`config.mk`:
```
export PLATFORM = sky130hd
export DESIGN_NAME = mult_arbiter
export DESIGN_NICKNAME = d
export VERILOG_FILES = /design/src/rtl/mult_arbiter.sv
export SDC_FILE = /design/constraint.sdc
export NUM_CORES = 1
export LEC_CHECK = 0
export ABC_AREA = 1
export BUFFER_PORTS_ARGS = -buffer_cell sky130_fd_sc_hd__clkbuf_2
export CAP_MARGIN = 10
export CELL_PAD_IN_SITES_DETAIL_PLACEMENT = 1
export CELL_PAD_IN_SITES_GLOBAL_PLACEMENT = 2
export CORE_MARGIN = 1.5
export CORE_UTILIZATION = 23
export CTS_BUF_LIST = sky130_fd_sc_hd__clkbuf_8
export DETAILED_ROUTE_END_ITERATION = 10
export GPL_TIMING_DRIVEN = 0
export PLACE_DENSITY_LB_ADDON = 0.1
export RECOVER_POWER = 25
export SETUP_SLACK_MARGIN = 0.3
export SYNTH_ARGS = -nofsm -noshare
export SYNTH_HDL_FRONTEND = slang
export SYNTH_SLANG_ARGS = --single-unit
```
`constraint.sdc`:
```
create_clock -name clk -period 5.32 [get_ports clk]
set_input_delay 0.532 -clock clk [delete_from_list [all_inputs] [get_ports clk]]
set_output_delay 0.532 -clock clk [all_outputs]
set_load 0.005 [all_outputs]
```
`src/rtl/mult_arbiter.sv`:
```
// Round-robin arbiter/sequencer sharing one 16x16 signed multiplier among N_REQ requesters.
// Optional watchdog abort is compiled in when MULT_ARB_TIMEOUT_EN is defined.
module mult_arbiter #(
    parameter int unsigned N_REQ   = 4,
    parameter int unsigned TIMEOUT = 64
) (
    input  logic                 clk,
    input  logic                 rst,
    input  logic [N_REQ-1:0]     rq_valid,
    output logic [N_REQ-1:0]     rq_ready,
    input  logic [16*N_REQ-1:0]  rq_arg_a,
    input  logic [16*N_REQ-1:0]  rq_arg_b,
    input  logic [N_REQ-1:0]     rq_a_par,
    input  logic [N_REQ-1:0]     rq_b_par,
    output logic [N_REQ-1:0]     rsp_valid,
    output logic [31:0]          rsp_result,
    output logic                 rsp_result_parity,
    output logic                 rsp_parity_error,
    output logic                 rsp_timeout,
    output logic                 mult_req,
    output logic [15:0]          mult_arg_a,
    output logic [15:0]          mult_arg_b,
    output logic                 mult_arg_a_parity,
    output logic                 mult_arg_b_parity,
    input  logic                 mult_ack,
    input  logic [31:0]          mult_result,
    input  logic                 mult_result_parity,
    input  logic                 mult_result_rdy,
    input  logic                 mult_arg_parity_error
);

    localparam int unsigned IdxW = (N_REQ > 1) ? $clog2(N_REQ) : 1;

    typedef enum logic [1:0] {StIdle, StIssue, StWait, StResp} state_e;

    state_e          state_q, state_d;
    logic [IdxW-1:0] rr_ptr_q, rr_ptr_d;
    logic [IdxW-1:0] win_q, winner;
    logic            any_valid, xfer, capture, expire;
    logic [15:0]     sel_a, sel_b;
    logic            sel_a_par, sel_b_par;
    logic [15:0]     arg_a_q, arg_b_q;
    logic            arg_a_par_q, arg_b_par_q;
    logic [31:0]     rsp_result_q;
    logic            rsp_parity_q, rsp_perr_q;

    // Lowest valid index overall, overridden by the lowest valid index at or above rr_ptr.
    always_comb begin
        winner    = '0;
        any_valid = 1'b0;
        for (int i = int'(N_REQ) - 1; i >= 0; i--) begin
            if (rq_valid[i]) begin
                any_valid = 1'b1;
                winner    = IdxW'(i);
            end
        end
        for (int i = int'(N_REQ) - 1; i >= 0; i--) begin
            if (rq_valid[i] && (IdxW'(i) >= rr_ptr_q)) begin
                winner = IdxW'(i);
            end
        end
    end

    always_comb begin
        sel_a     = '0;
        sel_b     = '0;
        sel_a_par = 1'b0;
        sel_b_par = 1'b0;
        for (int i = 0; i < int'(N_REQ); i++) begin
            if (IdxW'(i) == winner) begin
                sel_a     = rq_arg_a[i*16 +: 16];
                sel_b     = rq_arg_b[i*16 +: 16];
                sel_a_par = rq_a_par[i];
                sel_b_par = rq_b_par[i];
            end
        end
    end

    assign xfer    = (state_q == StIdle) && any_valid;
    assign capture = ((state_q == StIssue) && mult_ack && mult_result_rdy) ||
                     ((state_q == StWait) && mult_result_rdy);

    always_comb begin
        state_d  = state_q;
        rr_ptr_d = rr_ptr_q;
        unique case (state_q)
            StIdle: begin
                if (any_valid) begin
                    state_d  = StIssue;
                    rr_ptr_d = (winner == IdxW'(N_REQ - 1)) ? '0 : winner + IdxW'(1);
                end
            end
            StIssue: begin
                if (mult_ack) state_d = mult_result_rdy ? StResp : StWait;
            end
            StWait: begin
                if (mult_result_rdy) state_d = StResp;
            end
            StResp:  state_d = StIdle;
            default: state_d = StIdle;
        endcase
        if (expire) state_d = StResp;
    end

    always_comb begin
        rq_ready  = '0;
        rsp_valid = '0;
        if (xfer) rq_ready[winner] = 1'b1;
        if (state_q == StResp) rsp_valid[win_q] = 1'b1;
    end

    always_ff @(posedge clk) begin
        if (rst) begin
            state_q      <= StIdle;
            rr_ptr_q     <= '0;
            win_q        <= '0;
            arg_a_q      <= '0;
            arg_b_q      <= '0;
            arg_a_par_q  <= 1'b0;
            arg_b_par_q  <= 1'b0;
            rsp_result_q <= '0;
            rsp_parity_q <= 1'b0;
            rsp_perr_q   <= 1'b0;
        end else begin
            state_q  <= state_d;
            rr_ptr_q <= rr_ptr_d;
            if (xfer) begin
                win_q       <= winner;
                arg_a_q     <= sel_a;
                arg_b_q     <= sel_b;
                arg_a_par_q <= sel_a_par;
                arg_b_par_q <= sel_b_par;
            end
            if (capture) begin
                rsp_result_q <= mult_result;
                rsp_parity_q <= mult_result_parity;
                rsp_perr_q   <= mult_arg_parity_error;
            end else if (expire) begin
                rsp_result_q <= '0;
                rsp_parity_q <= 1'b0;
                rsp_perr_q   <= 1'b0;
            end
        end
    end

`ifdef MULT_ARB_TIMEOUT_EN
    localparam int unsigned CntW = $clog2(TIMEOUT + 1);

    logic [CntW-1:0] cnt_q;
    logic            timeout_q;

    // Fires in the TIMEOUT-th busy cycle unless that cycle completes normally.
    assign expire = ((state_q == StIssue) || (state_q == StWait)) && !capture &&
                    (cnt_q == CntW'(TIMEOUT - 1));

    always_ff @(posedge clk) begin
        if (rst) begin
            cnt_q     <= '0;
            timeout_q <= 1'b0;
        end else begin
            if (xfer) begin
                cnt_q <= '0;
            end else if ((state_q == StIssue) || (state_q == StWait)) begin
                cnt_q <= cnt_q + CntW'(1);
            end
            if (capture) begin
                timeout_q <= 1'b0;
            end else if (expire) begin
                timeout_q <= 1'b1;
            end
        end
    end

    assign rsp_timeout = timeout_q;
`else
    assign expire      = 1'b0;
    assign rsp_timeout = 1'b0;
`endif

    assign mult_req          = (state_q == StIssue);
    assign mult_arg_a        = arg_a_q;
    assign mult_arg_b        = arg_b_q;
    assign mult_arg_a_parity = arg_a_par_q;
    assign mult_arg_b_parity = arg_b_par_q;
    assign rsp_result        = rsp_result_q;
    assign rsp_result_parity = rsp_parity_q;
    assign rsp_parity_error  = rsp_perr_q;

endmodule

```
Yosys cells after proc, flatten, opt, wreduce, memory -nomap -nowiden
Index checks and enable logic that the tools add are counted.
{"block": "word_totals", "ff_bits": 74, "input_bits": 178, "elab_cells": 84}
{"block": "op_classes", "addsub": 1, "n_lt_le_gt_ge": 8, "n_eq_ne": 10, "n_mux": 40, "n_reduce_logical": 15}
{"operator": "16-bit 2-to-1 mux", "n": 8}
{"operator": "2-bit 2-to-1 mux", "n": 12}
{"operator": "1-bit 2-to-1 mux", "n": 15}
{"operator": "1-bit logical AND", "n": 10}
{"operator": "4-bit 2-to-1 mux", "n": 2}
{"operator": "2-bit one-hot mux with 4 select lines", "n": 1}
{"operator": "2-bit == test (second input constant)", "n": 3}
{"operator": "2-bit by 3-bit less-than comparator with 1-bit output (second input constant)", "n": 2}
{"operator": "1-bit demux with 2-bit select", "n": 2}
{"operator": "2-bit == test (first input constant)", "n": 2}
{"operator": "1-bit by 2-bit >= comparator with 1-bit output (first input constant)", "n": 2}
{"operator": "2-bit by 1-bit >= comparator with 1-bit output (second input constant)", "n": 2}
{"operator": "2-bit >= comparator (first input constant)", "n": 2}
{"operator": "2-bit logical NOT", "n": 2}
{"operator": "2-bit inequality test (second input constant)", "n": 2}
{"operator": "3-bit AND reduction", "n": 1}
{"operator": "2-bit by 1-bit adder with 2-bit output (second input constant)", "n": 1}
{"operator": "1-bit by 2-bit == test with 1-bit output (first input constant)", "n": 1}
{"operator": "2-bit by 1-bit == test with 1-bit output (second input constant)", "n": 1}
{"operator": "2-bit by 1-bit inequality test with 1-bit output (second input constant)", "n": 1}
{"operator": "2-bit AND reduction", "n": 1}
{"operator": "1-bit logical OR", "n": 1}

Longest topological paths before layout
Gate-level depths: netlist of run 1.
{"block": "logic_depth", "ltp_word": 13, "mapped_depth": 17, "mapped_depth_nobuf": 15}

Least setup slack after synthesis of run 1
OpenSTA, ideal clock, no wires.
{"block": "synth_timing", "path_kind": "input to output", "startpoint": "in rq_valid[1]", "endpoint": "out rq_ready[3]", "t_arrival_ps": 1781, "required_time_ps": 4788, "setup_slack_ps": 3007, "cell_stages": 10, "path_buffers": 2, "path_cell_list": "nor2_4 nand2_1 nand3_1 nand3_1 inv_1 ha_1 buf_4 clkbuf_1 inv_1 nor2_1"}
{"block": "synth_via", "elab_chain_len": 11}
{"element": "from (decl)", "line": "9", "rtl": "input logic [N_REQ-1:0] rq_valid,"}
{"element": "2-bit 2-to-1 mux (2 in series)", "line": "52", "rtl": "if (rq_valid[i]) begin"}
{"element": "2-bit 2-to-1 mux (2 in series)", "line": "58", "rtl": "if (rq_valid[i] && (IdxW'(i) >= rr_ptr_q)) begin"}
{"element": "2-bit 2-to-1 mux (*) (2 in series)", "line": "58"}
{"element": "named net winner[1]", "line": "38", "rtl": "logic [IdxW-1:0] win_q, winner;"}
{"element": "2-bit by 3-bit less-than comparator with 1-bit output (implied by the code) / 2-bit by 1-bit >= comparator with 1-bit output (equally long branches)", "line": "108", "rtl": "if (xfer) rq_ready[winner] = 1'b1;"}
{"element": "1-bit logical AND (implied by the code)", "line": "108"}
{"element": "1-bit 2-to-1 mux (implied by the code)", "line": "108"}
{"element": "1-bit demux with 2-bit select (*)", "line": "108"}
{"element": "4-bit 2-to-1 mux (*)", "line": "108"}
{"element": "to (decl)", "line": "10", "rtl": "output logic [N_REQ-1:0] rq_ready,"}
The timed path passes the listed nets; every way through them passes the cells marked *.

Worst setup path in the final report of run 1
Same ends and word-level chain as after synthesis.

==> impl_metrics.py, run 1 <==
metrics = {
    "outcome": {
        "outcome": "completed",
    },
    "floorplanning": {
        "rows": 49,
        "die_w_um": 140.1,
        "core_area_sq_mm": 0.01821,
        "start_util_pct": 23.73,
        "die_area_sq_mm": 0.01962,
        "io_pins": 256,
        "fp.dieH_um": 140.1,
    },
    "setup_path": {
        "critPathMaxStageDelay_ns": 0.36,
        "critPathCaptureType": "primary output",
        "rrSetupSlack_ns": 3.07,
        "crit_family": "buffers and inverters",
        "worst_setup_path_start_kind": "primary input",
        "critical_path.endpoint": "rq_ready[3]",
        "cp.arrival_ns": 2.32,
        "crit_path_cell_trace": "clkbuf_2, nor2_4, nand2_1, nand3_1, nand3_1, inv_1, ha_1, buf_4, clkbuf_1, inv_1, nor2_1, clkbuf_2",
        "r2r_cells": 11,
        "r2r-end": "mult_arg_a_parity$_SDFFE_PP0P_",
        "cpMaxStageDelayCell": "clkbuf_1",
        "path_class": "in -> out",
        "startpoint": "rq_valid[1]",
        "path_depth": 12,
        "crit_fanout": 10,
        "required_ns": 4.79,
        "crit_buf_inv": 6,
        "regToRegStartpoint": "rr_ptr_q[1]$_SDFFE_PP0P_",
    },
    "timing": {
        "slew_headroom_pct": 61.26,
        "post-route-min-period_ns": 2.849,
        "worstMarginPinSlew_ns": 0.5812,
        "fin_crit_sh_pct": 53.55,
        "fin_setup_tns_ns": 0,
        "final-setup-viol-count": 0,
        "hold_viol_final": 0,
        "max_freq_mhz": 351.0,
        "holdWs_ns": 0.3816,
        "rsz0062_at_grt": "false",
        "finClkSkew_ns": 0.006080,
        "slew_violations": 0,
    },
    "clock_network": {
        "cts_resized": 0,
        "cts_buffers": 9,
        "htree_levels": 3,
        "clkTransAtPathRegs_ns": 0.09,
        "postCtsSetupBuffers": 0,
        "cts_buffer_depth": 2,
        "ctsRootBufferMaster": "clkbuf_8",
        "clock_latency_ns": 0.36,
        "cts_tree": "done",
        "holdBufCountCts": 0,
        "clkSinkCount": 74,
    },
    "drt": {
        "drtIter0Drc": 116,
        "via_per_inst": 4.372,
        "ant_nets": 0,
        "post_drt_wl_per_cell_um": 15.56,
        "num_vias": 5233,
        "drt_pre_antenna_iters": 4,
        "wl_mm": 18.62,
        "drc": 0,
    },
    "power": {
        "internal_power_w": 0.001570,
        "vdd_drop_max_mv": 0.1434,
        "leakagePower_nw": 3.292,
        "power.density_mw_per_mm2": 497.9,
        "pwr-share-seq_pct": 29.5,
        "power_switching_w": 0.001438,
        "comb_power_share_pct": 56.1,
        "power_frac_clock_pct": 14.4,
        "switching_share_pct": 47.82,
    },
    "grt": {
        "antenna_found_initial": 2,
        "grt_max_degree": 15,
        "grt_pass1_vias": 5341,
        "grt_usage_pct": 18.94,
        "grt.overflow.total": 0,
        "grt_pass1_wl_mm": 28.72,
    },
    "place": {
        "place_congestion": 0.7702,
        "port_buffers": 254,
        "hpwl_mm": 14.92,
    },
    "yosys": {
        "syn_nets": 884,
        "ys_seq_elements": 74,
        "avgSynthCellArea_sq_um": 6.199,
        "synthDistinctLibCells": 22,
        "synth_cells": 697,
        "netlist_area_sq_mm": 0.004320,
        "ys_warn_count": 0,
        "ys_seq_area_share_pct": 34.29,
    },
    "worst_hold_path": {
        "hold_path_class": "in -> reg",
    },
    "cells_and_area": {
        "fin_nets": 1149,
        "drive_above_1_share_pct": 31.23,
        "area_growth_pct": 39.85,
        "final_core_util_pct": 33.18,
    },
    "job": {
        "max-cap-violations": 0,
    },
}
synth_stat cells:
| cell | count | area [sq um] |
|---|---|---|
| nand4_1 | 34 | 212.7 |
| nor2_4 | 3 | 33.78 |
| clkinv_1 | 1 | 3.750 |
| nand3_1 | 43 | 215.2 |
| nand2_8 | 2 | 40.04 |
| nand3b_1 | 1 | 7.510 |
| inv_1 | 54 | 202.7 |
| buf_4 | 11 | 82.58 |
| or2_2 | 17 | 106.4 |
| buf_2 | 17 | 85.08 |
| nor3_1 | 4 | 20.02 |
| nor2_8 | 1 | 20.02 |
| nand2_1 | 186 | 698.2 |
| o21ai_0 | 38 | 190.2 |
| clkbuf_1 | 14 | 52.55 |
| a21oi_1 | 40 | 200.2 |
| ha_1 | 9 | 112.6 |
| nor2_1 | 140 | 525.5 |
| dfxtp_1 | 74 | 1481 |
| buf_1 | 6 | 22.52 |
| inv_2 | 1 | 3.750 |
| conb_1 | 1 | 3.750 |
area by class of cell:
| cell class | instances | area (sq um) |
|---|---|---|
| antenna | 1 | 2.502 |
| buffer | 48 | 242.7 |
| clock buffer | 10 | 137.6 |
| clock inverter | 6 | 48.80 |
| fill | 2474 | 12170 |
| inverter | 56 | 210.2 |
| multi-input combinational | 519 | 2386 |
| sequential | 74 | 1481 |
| tap | 229 | 286.5 |
| timing repair buffer | 254 | 1246 |
state kept, by name, summed over array words and instances (netlist names):
signal and cells:
rsp_parity_error 1, rr_ptr_q 2, win_q 2, mult_arg_a 16, rsp_result 32, rsp_result_parity 1, mult_arg_a_parity 1, mult_arg_b_parity 1
state_q 2, mult_arg_b 16
worst min-delay path: cells and delay by family:
kind | cells | cell delay (ns)
buffers and inverters | 1 | 0.08
AND/OR/NAND/NOR | 2 | 0.11
power by group through the flow:
stage / registers (W) / logic [W] / clock network, W
after global routing: 0.000918 / 0.00194 / 0.000482
after detailed placement: 0.000905 / 0.00174 / 0
after global placement: 0.000900 / 0.00174 / 0
after floorplan: 0.000896 / 0.00103 / 0
final: 0.000888 / 0.00169 / 0.000433
after CTS: 0.000894 / 0.00175 / 0.000457
per-layer routing:
layer  up-vias  part of all wire, %  GRT usage (%)  wire length, um
li1       2726                    -              -                -
met1      2333                   45          23.58             8455
met2       159                   47          32.00             8695
met3        13                  7.1          5.846             1314
met4         2                 0.78          4.432              146
met5         -                0.064              0               12
layout by cell type (no fill, tap or decap), types with 2 or more instances in the layout:
cell type / n
buf_2: 17
nand3_1: 43
inv_6: 2
buf_1: 6
nand4_1: 34
nor2_4: 3
or2_2: 17
buf_4: 11
nor2_1: 140
clkinvlp_4: 3
ha_1: 9
dfxtp_1: 74
clkbuf_8: 10
nand2_1: 186
clkbuf_1: 34
clkbuf_2: 234
nand2_8: 2
o21ai_0: 38
inv_1: 54
a21oi_1: 40
nor3_1: 4
through the flow:
step	std cells	instance area, sq um	total power [W]	worst slack [ns]
6_report	1197	6042	0.003008	2.471
5_1_grt	1197	6042	0.003340	2.283
4_1_cts	1196	6065	0.003098	2.445
3_5_place_dp	1180	5878	0.002646	2.447
3_3_place_gp	1180	5878	0.002639	2.452
2_1_floorplan	697	4320	0.001930	3.007
cell families (layout without fill, tap and decap cells):
logic type	Yosys count	in the layout	synth area share, %
DFF	74	74	34.29
and+or+nand+nor	431	431	43.50
adders and majority gates	9	9	2.606
buffers and inverters	104	374	10.48
other	1	2	0.08680
AOI/OAI and AO/OA	78	78	9.036
worst min path at each step:
stage | from | end | slack [ns] | cells after the start
global placement | rsp_result[25]$_SDFFE_PP0P_ | rsp_result[25]$_SDFFE_PP0P_ | 0.50 | 2
CTS | mult_result[16] | rsp_result[16]$_SDFFE_PP0P_ | 0.36 | 3
finish | mult_result[1] | rsp_result[1]$_SDFFE_PP0P_ | 0.38 | 3
floorplan | rr_ptr_q[1]$_SDFFE_PP0P_ | rr_ptr_q[1]$_SDFFE_PP0P_ | 0.46 | 2
global route | mult_result[15] | rsp_result[15]$_SDFFE_PP0P_ | 0.37 | 3
detailed placement | rsp_result[1]$_SDFFE_PP0P_ | rsp_result[1]$_SDFFE_PP0P_ | 0.50 | 2
Power figures use the tool's default switching activity.
==> inputs of run 2 (changes only) <==
Settings changed: ABC_AREA 1 to 0.
Clock period 5.32 ns to 2.8 ns, I/O delays scaled along.
==> run 2 against run 1 <==
  * Final area increased by 1.8%
  * Global-route usage rose by 1.1 points
  * Hold slack worse by 0.26 ns
  * Routed wire length up 2.0%
  * Final cell count decreased by 13%
  * Non-clock buffer count is 18 higher
  * Combinational power up 100%
  * Synthesized cell count fell by 23%
  * Die area down 3.9%
  * Highest routed layer is now met4
==> impl_metrics.py, run 2 <==
metrics = {
    "outcome": {
        "outcome": "completed",
    },
    "cells_and_area": {
        "area_growth_pct": 48.19,
        "fin_nets": 1000,
        "drive_above_1_share_pct": 36.67,
        "largest_reg_flops": 32,
        "mostFrequentLayoutCells": "clkbuf_2, a21oi_1, dfxtp_1",
        "antennaDiodeCount": 0,
        "layout_commonest_cell": "clkbuf_2",
        "final_core_util_pct": 35.18,
    },
    "setup_path": {
        "r2r_cells": 11,
        "regToRegStartpoint": "rr_ptr_q[1]$_SDFFE_PP0P_",
        "worst_setup_path_start_kind": "register",
        "required_ns": 2.52,
        "cp.arrival_ns": 2.35,
        "crit_fanout": 3,
        "path_class": "reg -> out",
        "rrSetupSlack_ns": 0.27,
        "critPathCaptureType": "primary output",
        "r2r-end": "mult_arg_a[13]$_SDFFE_PP0P_",
    },
    "yosys": {
        "yosys.area.top_type_share_pct": 35.71,
        "avgSynthCellArea_sq_um": 7.683,
        "ys_warn_count": 0,
        "ys_seq_elements": 74,
        "syn_nets": 727,
        "synthTopCellsByCount": "a21oi_1, dfxtp_1, o21ai_0, inv_1, clkbuf_1",
        "yosysMostFrequentCell": "a21oi_1",
        "synthDistinctLibCells": 36,
        "ys_seq_area_share_pct": 35.71,
        "synth_top_cells_by_area": "dfxtp_1, a21oi_1, a221o_1, o21ai_0, nand3b_1",
        "synthArstFlopShare_pct": 0,
        "synth-main-ff-cell": "dfxtp_1",
        "synth_edf_count": 0,
        "netlist_area_sq_mm": 0.004149,
        "synth_cells": 540,
        "synth_top_area_cell": "dfxtp_1",
    },
    "floorplanning": {
        "die_w_um": 137.3,
        "io_pins": 256,
        "start_util_pct": 23.74,
        "rows": 48,
        "core_area_sq_mm": 0.01748,
        "fp.dieH_um": 137.3,
        "die_area_sq_mm": 0.01885,
    },
    "clock_network": {
        "clkSinkCount": 74,
        "cts_buffers": 9,
        "ctsRootBufferMaster": "clkbuf_8",
        "cts_buffer_depth": 2,
        "clkTransAtPathRegs_ns": 0.09,
        "clock_latency_ns": 0.39,
        "holdBufCountCts": 0,
        "cts_tree": "done",
        "htree_levels": 3,
    },
    "power": {
        "power.density_mw_per_mm2": 944.5,
        "leakagePower_nw": 2.817,
        "vdd_drop_max_mv": 0.3377,
    },
    "grt": {
        "grt.overflow.total": 0,
        "met3_usage_pct": 7.027,
        "met2_usage_pct": 37.02,
        "use_met1_pct": 20.60,
        "top_usage_layer": "met2",
        "antenna_found_initial": 0,
        "grt_max_degree": 14,
        "grt_usage_pct": 20.02,
        "grt_pass1_wl_mm": 28.78,
        "grt_pass1_vias": 5553,
    },
    "timing": {
        "fin_crit_sh_pct": 93.88,
        "post-route-min-period_ns": 2.629,
        "finClkSkew_ns": 0.01488,
        "worstMarginPinSlew_ns": 0.5485,
        "holdWs_ns": 0.1234,
        "slew_headroom_pct": 63.43,
        "hold_viol_final": 0,
        "final-setup-viol-count": 0,
        "rsz0062_at_grt": "true",
        "worst_slack_ns": 0.1713,
        "max_freq_mhz": 380.4,
        "slew_violations": 0,
    },
    "drt": {
        "num_vias": 5241,
        "post_drt_wl_per_cell_um": 18.21,
        "wl_mm": 19.00,
        "via_per_inst": 5.025,
        "ant_nets": 0,
        "drtIter0Drc": 178,
        "drt_pre_antenna_iters": 4,
        "drc": 0,
    },
    "job": {
        "max-cap-violations": 0,
    },
    "place": {
        "place_congestion": 0.8128,
        "preCtsSetupSlack_ns": -0.2493,
        "hpwl_mm": 14.73,
        "port_buffers": 253,
    },
    "worst_hold_path": {
        "hold_path_class": "in -> reg",
        "hold_depth": 3,
        "timing.hold.worst.start": "mult_result[28]",
        "min_to": "rsp_result[28]$_SDFFE_PP0P_",
    },
}
-- run 2: changes by cell type in the layout (fill, tap and decap cells not counted), sizes merged, moves of 5 or more --
cell and delta:
and2 +5, or2 -16, nand3 -8, clkbuf +23, nand3b +33, a21oi +101, o21ai +31, buf -5
nand4 -34, nor2 -142, nand2 -181, inv -14, a221o +35
-- run 2: where the power goes --
part / leakage (nW) / internal, W / switching, W
combinational: 2.12 / 0.00153 / 0.00188
sequential: 0.609 / 0.00140 / 0.000196
clock: 0.0901 / 0.000346 / 0.000459
-- run 2: through the flow --
stage	total power, W	cell area (sq um)	std cells	setup TNS, ns
finish	0.005807	6148	1043	0
global route	0.006294	6148	1043	0
CTS	0.005808	6100	1041	0
detailed placement	0.004719	5697	1018	-0.5884
floorplan	0.003513	4149	540	0
global placement	0.004646	5697	1018	-0.2410
-- run 2: kinds of logic (layout without fill, tap and decap cells) --
group | count (synthesis) | in the layout | synth area share [%]
compound gates | 256 | 256 | 36.49
simple gates | 99 | 99 | 14.45
buf+inv | 99 | 377 | 10.04
flops | 74 | 74 | 35.71
fa+ha+maj | 9 | 9 | 2.714
mux | 2 | 2 | 0.5127
other cells | 1 | 1 | 0.09038
-- run 2: layout make-up --
| class | count | area (sq um) |
|---|---|---|
| clock inverter | 6 | 41.29 |
| sequential | 74 | 1485 |
| buffer | 58 | 400.4 |
| timing repair buffer | 262 | 1308 |
| fill | 2192 | 11330 |
| tap | 225 | 281.5 |
| inverter | 41 | 153.9 |
| multi-input combinational | 367 | 2341 |
| clock buffer | 10 | 137.6 |
-- run 2: what timing repair did --
item                                    CTS  global route
endpoints found under the setup margin   38            29
gates resized for setup                  47            19
setup buffers                             7             2
pin swaps                                 3             2
-- run 2: worst max path at each step --
| stage | from | end | slack (ns) | cells past startpoint |
|---|---|---|---|---|
| final | rr_ptr_q[1]$_SDFFE_PP0P_ | rq_ready[2] | 0.17 | 9 |
| after global routing | rr_ptr_q[1]$_SDFFE_PP0P_ | rq_ready[3] | 0.11 | 9 |
| after CTS | rr_ptr_q[1]$_SDFFE_PP0P_ | rq_ready[2] | 0.12 | 9 |
| after detailed placement | rr_ptr_q[1]$_SDFFE_PP0P_ | rq_ready[3] | -0.25 | 9 |
| after global placement | rr_ptr_q[1]$_SDFFE_PP0P_ | rq_ready[3] | -0.23 | 9 |
| after floorplan | rr_ptr_q[1]$_SDFFE_PP0P_ | mult_arg_a[10]$_SDFFE_PP0P_ | 0.39 | 9 |
-- run 2: critical path, stage by stage (launching register included) --
cell and delay [ns]:
dfxtp_4 0.37, mux2_4 0.30, and2_4 0.17, or3_4 0.36, ha_4 0.17, buf_6 0.11
buf_8 0.11, clkbuf_16 0.13, and2_4 0.12, clkbuf_2 0.10
-- run 2: per-layer routing --
| layer | vias up | part of all wire, % |
|---|---|---|
| met5 | - | 0 |
| met4 | 0 | 2.5 |
| met3 | 30 | 8.2 |
| met2 | 187 | 51 |
| met1 | 2517 | 38 |
| li1 | 2507 | - |
==> inputs of run 3 (changes only) <==
Clock period 2.8 ns to 2.96 ns, I/O delays scaled along.
==> run 3 against run 2 <==
  * Sequential power down 5%
  * Total power down 6.9%
  * Via count down 0.50%
  * Final area down 1.0%
  * Critical path type unchanged
  * Critical path depth unchanged
  * Core utilization down 0.35 points
  * Highest routed layer unchanged
  * First-iteration DRC count down 2.8%
  * Clock power down 5.6%
==> impl_metrics.py, run 3 (synthesis results as in run 2) <==
metrics = {
    "grt": {
        "grt_max_degree": 14,
        "antenna_found_initial": 0,
        "grt_usage_pct": 20.05,
        "grt_pass1_wl_mm": 28.78,
        "grt.overflow.total": 0,
        "grt_pass1_vias": 5530,
    },
    "cells_and_area": {
        "layout_commonest_cell": "clkbuf_2",
        "postLayoutCellArea_sq_mm": 0.006087,
        "fin_nets": 998,
        "mostFrequentLayoutCells": "clkbuf_2, a21oi_1, dfxtp_1",
        "largest_reg_flops": 32,
        "antennaDiodeCount": 0,
        "drive_above_1_share_pct": 35.54,
        "area_growth_pct": 46.71,
        "fin_cells": 1041,
    },
    "timing": {
        "rsz0062_at_grt": "true",
        "holdWs_ns": 0.1419,
        "slew_headroom_pct": 63.54,
        "finClkSkew_ns": 0.01282,
        "fin_crit_sh_pct": 89.33,
        "worstMarginPinSlew_ns": 0.5469,
        "final-setup-viol-count": 0,
        "hold_viol_final": 0,
        "max_freq_mhz": 378.2,
        "slew_violations": 0,
        "post-route-min-period_ns": 2.644,
        "fin_setup_tns_ns": 0,
    },
    "floorplanning": {
        "die_area_sq_mm": 0.01885,
        "die_w_um": 137.3,
        "fp.dieH_um": 137.3,
        "start_util_pct": 23.74,
        "rows": 48,
        "io_pins": 256,
        "core_area_sq_mm": 0.01748,
    },
    "setup_path": {
        "crit_buf_inv": 4,
        "cp.arrival_ns": 2.35,
        "crit_family": "simple AND/OR/NAND/NOR gates",
        "required_ns": 2.66,
        "cpMaxStageDelayCell": "dfxtp_4",
        "worst_setup_path_start_kind": "register",
        "crit_fanout": 3,
        "path_class": "reg -> out",
        "crit_path_cell_trace": "mux2_4, and2_4, or3_4, ha_4, buf_6, buf_8, clkbuf_16, and2_4, clkbuf_2",
        "critPathMaxStageDelay_ns": 0.37,
        "critPathCaptureType": "primary output",
        "crit_path_frequent_cell": "and2_4",
    },
    "outcome": {
        "outcome": "completed",
    },
    "power": {
        "vdd_drop_max_mv": 0.3223,
        "power_frac_clock_pct": 14.1,
        "power_switching_w": 0.002373,
        "total_power_w": 0.005405,
        "pwr-share-seq_pct": 27.9,
        "comb_power_share_pct": 58.0,
        "switching_share_pct": 43.90,
        "power.density_mw_per_mm2": 888.0,
        "internal_power_w": 0.003032,
        "leakagePower_nw": 2.787,
    },
    "place": {
        "place_inst": 1018,
        "placed_cell_area_sq_mm": 0.005697,
        "hpwl_mm": 14.73,
        "port_buffers": 253,
        "place_congestion": 0.8128,
    },
    "worst_hold_path": {
        "hold_path_class": "in -> reg",
    },
    "drt": {
        "wl_met3_mm": 1.557,
        "routed-wl-met2_mm": 9.804,
        "wl_mm": 18.98,
        "post_drt_wl_per_cell_um": 18.23,
        "drt_pre_antenna_iters": 4,
        "num_vias": 5215,
        "highest_layer": "met4",
        "wl_met1_mm": 7.144,
        "ant_nets": 0,
        "drtIter0Drc": 173,
        "drc": 0,
        "via_per_inst": 5.010,
    },
    "clock_network": {
        "cts_tree": "done",
        "ctsRootBufferMaster": "clkbuf_8",
        "cts_buffer_depth": 2,
        "clkSinkCount": 74,
        "cts_buffers": 9,
        "htree_levels": 3,
        "clkTransAtPathRegs_ns": 0.09,
        "clock_latency_ns": 0.38,
    },
    "job": {
        "max-cap-violations": 0,
    },
}
[run 3: cell types whose count changed in the layout (fill, tap and decap cells not counted), moves of 2 or more]
cell,previous run,this run
clkbuf_1,52,56
a21oi_1,137,140
a21oi_2,4,1
clkbuf_4,4,1
buf_8,3,1
[run 3: power groups by stage]
stage,logic [W],registers [W],clock network [W]
2_1_floorplan,0.00181,0.00151,0
3_3_place_gp,0.00287,0.00152,0
3_5_place_dp,0.00294,0.00153,0
4_1_cts,0.00316,0.00151,0.000796
5_1_grt,0.00349,0.00155,0.000829
6_report,0.00314,0.00151,0.000760
[run 3: path summary, 6_finish.rpt]
path	startpoint	end	slack, ns	depth (start not counted)
max reg2reg	rr_ptr_q[1]$_SDFFE_PP0P_	mult_arg_a[12]$_SDFFE_PP0P_	0.40	11
min	mult_result[18]	rsp_result[18]$_SDFFE_PP0P_	0.14	3
min reg2reg	rsp_result[17]$_SDFFE_PP0P_	rsp_result[17]$_SDFFE_PP0P_	0.48	2
max	rr_ptr_q[1]$_SDFFE_PP0P_	rq_ready[2]	0.32	9
[run 3: area by class of cell]
cell class / instances / area (sq um)
fillers: 2194 / 11390
multi-input cells: 367 / 2325
flip-flops and latches: 74 / 1485
repair buffers: 260 / 1289
plain buffers: 58 / 374.1
well taps: 225 / 281.5
inverters: 41 / 153.9
clock buffers: 10 / 137.6
clock inverters: 6 / 41.29
[run 3: tightest hold or removal path: stages]
cell and delay (ns):
clkbuf_2 0.08, nand3_1 0.05, a21oi_1 0.05
[run 3: routing by layer]
| metal | vias to the layer above | global-route usage [%] |
|---|---|---|
| met1 | 2500 | 20.66 |
| met5 | - | 0 |
| met3 | 29 | 7.027 |
| li1 | 2503 | - |
| met2 | 183 | 37.05 |
| met4 | 0 | 7.778 |
[run 3: through the flow]
stage / utilization, % / setup slack (ns)
final: 34.83 / 0.3158
after detailed placement: 32.60 / -0.1053
after floorplan: - / 0.5539
after global routing: 34.83 / 0.2516
after global placement: 32.60 / -0.08482
after CTS: 34.77 / 0.2641
[run 3: what timing repair did]
item / in CTS / in global routing
pin swaps: 3 / 1
endpoints found under the setup margin: 19 / 17
resized for setup: 37 / 11
setup buffers: 7 / 0
hold buffers: 0 / 0
